[src/rtl/pll_lock_supervisor.sv]
// PLL lock supervisor: synchronizes pll_locked, sequences downstream reset release and video enable.
// Optional watchdog (pll_rst pulse on lock timeout) is compiled only when LOCK_WATCHDOG_EN is defined.
module pll_lock_supervisor #(
  parameter int unsigned STABLE_CYCLES  = 1024,
  parameter int unsigned HOLD_CYCLES    = 16,
  parameter int unsigned TIMEOUT_CYCLES = 1000000
) (
  input  logic       clk,
  input  logic       reset_n,
  input  logic       pll_locked,
  input  logic       clear_status,
  output logic       sys_reset_n,
  output logic       video_en,
  output logic       lock_lost,
  output logic [7:0] loss_count,
  output logic [1:0] state,
  output logic       pll_rst,
  output logic       wd_timeout
);

  typedef enum logic [1:0] {
    WAIT_LOCK = 2'd0,
    STABILIZE = 2'd1,
    HOLD      = 2'd2,
    RUN       = 2'd3
  } state_e;

  localparam int unsigned STAB_W = 16;
  localparam int unsigned HOLD_W = 8;
  localparam int unsigned CNT_W  = 8;
  localparam logic [STAB_W-1:0] STAB_LAST = STAB_W'(STABLE_CYCLES - 1);
  localparam logic [HOLD_W-1:0] HOLD_LAST = HOLD_W'(HOLD_CYCLES - 1);

  // Elaboration-time guard on the parameter ranges.
  if (STABLE_CYCLES < 2 || STABLE_CYCLES > 65535 || HOLD_CYCLES < 1 || HOLD_CYCLES > 255 ||
      TIMEOUT_CYCLES < 1) begin : g_bad_cfg
    $error("pll_lock_supervisor: parameter out of range");
  end

  state_e              state_q, state_d;
  logic                sync1_q, sync1_d;
  logic                locked_s_q, locked_s_d;
  logic [STAB_W-1:0]   stab_cnt_q, stab_cnt_d;
  logic [HOLD_W-1:0]   hold_cnt_q, hold_cnt_d;
  logic                sys_reset_n_q, sys_reset_n_d;
  logic                video_en_q, video_en_d;
  logic                lock_lost_q, lock_lost_d;
  logic [CNT_W-1:0]    loss_count_q, loss_count_d;
  logic                loss_c;

`ifdef LOCK_WATCHDOG_EN
  localparam int unsigned WD_W = $clog2(TIMEOUT_CYCLES + 1);
  localparam logic [WD_W-1:0] WD_LAST = WD_W'(TIMEOUT_CYCLES - 1);

  logic [WD_W-1:0]   wd_cnt_q, wd_cnt_d;
  logic [HOLD_W-1:0] pulse_cnt_q, pulse_cnt_d;
  logic              pll_rst_q, pll_rst_d;
  logic              wd_timeout_q, wd_timeout_d;
`endif

  // Next-state, counters and status.
  always_comb begin
    state_d      = state_q;
    sync1_d      = pll_locked;
    locked_s_d   = sync1_q;
    stab_cnt_d   = '0;
    hold_cnt_d   = '0;
    lock_lost_d  = lock_lost_q;
    loss_count_d = loss_count_q;
    loss_c       = 1'b0;
`ifdef LOCK_WATCHDOG_EN
    wd_cnt_d     = wd_cnt_q;
    pulse_cnt_d  = '0;
    pll_rst_d    = pll_rst_q;
    wd_timeout_d = wd_timeout_q;
`endif

    case (state_q)
      WAIT_LOCK: begin
        if (locked_s_q) state_d = STABILIZE;
      end
      STABILIZE: begin
        if (!locked_s_q)                state_d = WAIT_LOCK;
        else if (stab_cnt_q == STAB_LAST) state_d = HOLD;
        else                             stab_cnt_d = stab_cnt_q + 1'b1;
      end
      HOLD: begin
        if (!locked_s_q) begin
          state_d = WAIT_LOCK;
          loss_c  = 1'b1;
        end else if (hold_cnt_q == HOLD_LAST) begin
          state_d = RUN;
        end else begin
          hold_cnt_d = hold_cnt_q + 1'b1;
        end
      end
      RUN: begin
        if (!locked_s_q) begin
          state_d = WAIT_LOCK;
          loss_c  = 1'b1;
        end
      end
      default: state_d = WAIT_LOCK;
    endcase

`ifdef LOCK_WATCHDOG_EN
    // While the pll_rst pulse is active the FSM is pinned in WAIT_LOCK.
    if (pll_rst_q) begin
      state_d    = WAIT_LOCK;
      stab_cnt_d = '0;
      hold_cnt_d = '0;
      wd_cnt_d   = '0;
      if (pulse_cnt_q == HOLD_LAST) pll_rst_d = 1'b0;
      else                          pulse_cnt_d = pulse_cnt_q + 1'b1;
    end else if (state_q == WAIT_LOCK || state_q == STABILIZE) begin
      if (wd_cnt_q == WD_LAST) begin
        pll_rst_d  = 1'b1;
        wd_cnt_d   = '0;
        state_d    = WAIT_LOCK;
        stab_cnt_d = '0;
      end else if (state_d == HOLD) begin
        wd_cnt_d = '0;
      end else begin
        wd_cnt_d = wd_cnt_q + 1'b1;
      end
    end else begin
      wd_cnt_d = '0;
    end
`endif

    // A loss on the same edge as clear_status takes priority.
    if (clear_status) begin
      lock_lost_d  = 1'b0;
      loss_count_d = '0;
`ifdef LOCK_WATCHDOG_EN
      wd_timeout_d = 1'b0;
`endif
    end
    if (loss_c) begin
      lock_lost_d = 1'b1;
      if (loss_count_d != '1) loss_count_d = loss_count_d + 1'b1;
    end
`ifdef LOCK_WATCHDOG_EN
    if (pll_rst_d && !pll_rst_q) wd_timeout_d = 1'b1;
`endif

    sys_reset_n_d = (state_d == HOLD) || (state_d == RUN);
    video_en_d    = (state_d == RUN);
  end

  always_ff @(posedge clk) begin
    if (!reset_n) begin
      state_q       <= WAIT_LOCK;
      sync1_q       <= 1'b0;
      locked_s_q    <= 1'b0;
      stab_cnt_q    <= '0;
      hold_cnt_q    <= '0;
      sys_reset_n_q <= 1'b0;
      video_en_q    <= 1'b0;
      lock_lost_q   <= 1'b0;
      loss_count_q  <= '0;
`ifdef LOCK_WATCHDOG_EN
      wd_cnt_q      <= '0;
      pulse_cnt_q   <= '0;
      pll_rst_q     <= 1'b0;
      wd_timeout_q  <= 1'b0;
`endif
    end else begin
      state_q       <= state_d;
      sync1_q       <= sync1_d;
      locked_s_q    <= locked_s_d;
      stab_cnt_q    <= stab_cnt_d;
      hold_cnt_q    <= hold_cnt_d;
      sys_reset_n_q <= sys_reset_n_d;
      video_en_q    <= video_en_d;
      lock_lost_q   <= lock_lost_d;
      loss_count_q  <= loss_count_d;
`ifdef LOCK_WATCHDOG_EN
      wd_cnt_q      <= wd_cnt_d;
      pulse_cnt_q   <= pulse_cnt_d;
      pll_rst_q     <= pll_rst_d;
      wd_timeout_q  <= wd_timeout_d;
`endif
    end
  end

  assign state       = state_q;
  assign sys_reset_n = sys_reset_n_q;
  assign video_en    = video_en_q;
  assign lock_lost   = lock_lost_q;
  assign loss_count  = loss_count_q;
`ifdef LOCK_WATCHDOG_EN
  assign pll_rst     = pll_rst_q;
  assign wd_timeout  = wd_timeout_q;
`else
  assign pll_rst     = 1'b0;
  assign wd_timeout  = 1'b0;
`endif

endmodule

[config.mk]
export PLATFORM = sky130hd
export DESIGN_NAME = pll_lock_supervisor
export DESIGN_NICKNAME = d
export VERILOG_FILES = /design/src/rtl/pll_lock_supervisor.sv
export SDC_FILE = /design/constraint.sdc
export NUM_CORES = 1
export LEC_CHECK = 0
export BUFFER_PORTS_ARGS = -buffer_cell sky130_fd_sc_hd__buf_2
export CORE_ASPECT_RATIO = 0.75
export CORE_MARGIN = 10
export CORE_UTILIZATION = 63
export CTS_BUF_LIST = sky130_fd_sc_hd__clkbuf_4
export DETAILED_ROUTE_END_ITERATION = 6
export HOLD_SLACK_MARGIN = 0.08
export PLACE_DENSITY = 0.85
export SYNTH_ARGS = -nofsm -noshare
export SYNTH_HDL_FRONTEND = slang
export SYNTH_SLANG_ARGS = --single-unit
[constraint.sdc]
create_clock -name clk -period 2.56 [get_ports clk]
set_input_delay 0.256 -clock clk [delete_from_list [all_inputs] [get_ports clk]]
set_output_delay 0.256 -clock clk [all_outputs]
set_load 0.05 [all_outputs]
==> reports/qor.yml <==
clocking:
  cts_root_buffer: "clkbuf_4"
  h-tree-depth: 2
  insertion_delay_ps: 350
  hold_buffers: 0
  cts_tree: "yes"
  cts.clk_slew.worst_paths_ps: 110
  clkSinkCount: 39
  cts_setup_buffers: 0
  cts_resized: 0
  cts_buffers: 5
  cts_buffer_depth: 2
route:
  wire_per_inst_um: 13.63
  dr.first_iter.drc_count: 95
  drcViolationCount: 0
  route.vias.total: 1290
  ant_nets: 0
  dr.pass1.iters: 4
  drt-total-wl_um: 3244
  route.detailed.vias_per_inst: 5.420
min_path:
  worstHoldPathType: "primary input to flop"
  worstHoldStart: "pll_locked"
die:
  die_height_um: 64.86
  die-area_um2: 5176
  core-area_um2: 2582
  num_rows: 16
  num_io_pins: 19
  die_x_um: 79.81
  start_util_pct: 65.46
critical_path:
  endpoint: "stab_cnt_q[2]"
  max_stage_delay_ps: 570
  worst_ep_required_time_ps: 2780
  path_max_fanout: 16
  r2r_start: "stab_cnt_q[12]"
  worstReg2RegEnd: "stab_cnt_q[2]"
  critPathTopFamily: "simple AND/OR/NAND/NOR gates"
  arrival_ps: 2160
  endpoint_kind: "flop"
  reg2reg_depth: 4
  path_cells: "or4_4, nor4_4, or4b_1, nor2_1"
  reg2reg_slack_ps: 620
  criticalPathCategory: "flop to flop"
  crit_cells: 4
  cpMaxStageDelayCell: "or4_4"
  start_kind: "flop"
  path_buf_inv: 0
  startpoint: "stab_cnt_q[12]"
grt:
  grtUsageTotal_pct: 12.76
  grt_first_pass_wirelength_um: 5326
  grt_pass1_vias: 1184
  antenna_found_initial: 0
  grt_max_degree: 17
  grt_overflow: 0
layout:
  final_area_um2: 1856
  multi_input_area_um2: 849.6
  drive_gt1_share_pct: 13.86
  seq_area_um2: 780.7
  utilization_pct: 71.85
  fin_cells: 238
  diodes: 0
  fin_nets: 208
  fillers: 189
  syn_to_final_growth_pct: 9.771
sta:
  tns_ps: 0
  max-slew-margin-rel_pct: 64.66
  hold-worst-slack_ps: 126.8
  max_freq_mhz: 514.5
  fin_ws_ps: 616.5
  finalHoldViolations: 0
  rsz0062_at_grt: "false"
  skew_ps: 10.98
  tightestPinTransition_ps: 530.1
  final.min_clock_period_ps: 1944
  setup_viol: 0
  finalMaxSlewViolations: 0
  period_share_pct: 75.92
placement:
  dp_slack_ps: 643.2
  placed_cell_area_um2: 1774
  placedCellCount: 230
  place.gp.congestion: 0.7909
  portBuffers: 16
  dpl.hpwl_um: 2345
yosys:
  synth-seq-cells: 39
  yosys_warnings: 0
  async_flop_share_pct: 0
  ys_seq_area_share_pct: 46.19
  netlist.top_cell.by_area: "dfxtp_1"
  netlist_area_um2: 1690
  synthDistinctLibCells: 37
  synth_ff_type: "dfxtp_1"
  synth_edf_count: 0
  yosysTopAreaCellShare_pct: 46.19
  synth_commonest_cells: "39 x dfxtp_1, 33 x nor2_1, 18 x xnor2_1, 7 x nand2_1, 7 x nand3_1"
  netlist_instances: 182
  synthMostInstantiatedCell: "dfxtp_1"
  synth.top_cells.by_area: "dfxtp_1 46%, xnor2_1 9.3%, nor2_1 7.3%"
  avgSynthCellArea_um2: 9.288
power:
  power_density_nw_per_um2: 561.4
  peakVddDrop_v: 0.0003274
  p_leak_nw: 0.6587
  finalPower_mw: 1.042
outcome:
  outcome: "completed"
run:
  cap_violations: 0
## worst reg2reg max path, stage by stage (launching register included)
cell     delay (ps)
dfxtp_1         380
or4_4           570
nor4_4          260
or4b_1          500
nor2_1          110
## logic make-up after synthesis
kind of cell	after synthesis	share of synthesized area, %
buffers and inverters	10	3.774
other	1	0.2218
flip-flops	39	46.19
AND/OR/NAND/NOR	91	29.39
multiplexers	2	1.184
XOR/XNOR	24	12.44
AO/OA/AOI/OAI	12	4.590
adder cells (fa/ha/maj)	3	2.221
## registers in the layout, indices dropped and copies added (netlist names)
name,cells
sys_reset_n,1
hold_cnt_q,8
video_en,1
locked_s_d,1
lock_lost,1
loss_count,8
stab_cnt_q,16
locked_s_q,1
state,2
## layer usage
layer	global-route usage, %	wire [µm]	vias to the layer above
met1	15.50	1444	587
met4	5.702	66	0
met5	0	0	-
met2	19.05	1468	40
li1	-	-	654
met3	5.647	265	9
## power breakdown
group / leakage [nW] / switching (mW) / internal, mW
Clock: 0.0452 / 0.207 / 0.205
Combinational: 0.299 / 0.0144 / 0.00468
Sequential: 0.314 / 0.00128 / 0.609
## worst min-delay path by stage
stage | endpoint | cells after the start
final | locked_s_d | 2
after global routing | locked_s_d | 2
after CTS | locked_s_d | 2
after detailed placement | locked_s_q | 1
after global placement | locked_s_q | 1
after floorplan | locked_s_d | 1
## final cells by class
| type | instances | share of cell area, % |
|---|---|---|
| Clock inverter | 3 | 2.360 |
| Clock buffer | 5 | 2.023 |
| Tap cell | 36 | 2.428 |
| Inverter | 5 | 1.011 |
| Timing Repair Buffer | 16 | 4.316 |
| Sequential cell | 39 | 42.08 |
| Multi-Input combinational cell | 134 | 45.79 |
## cell usage in the layout, fill, tap and decap left out, types with 6 or more instances in the layout
master    n
buf_2    16
xnor2_1  18
nand2_1   7
nor3_1    6
nand3_1   7
nand4_1   6
dfxtp_1  39
nor2b_1   6
nor2_1   33
xor2_1    6
Note: power is estimated with default switching activity, not from simulation.
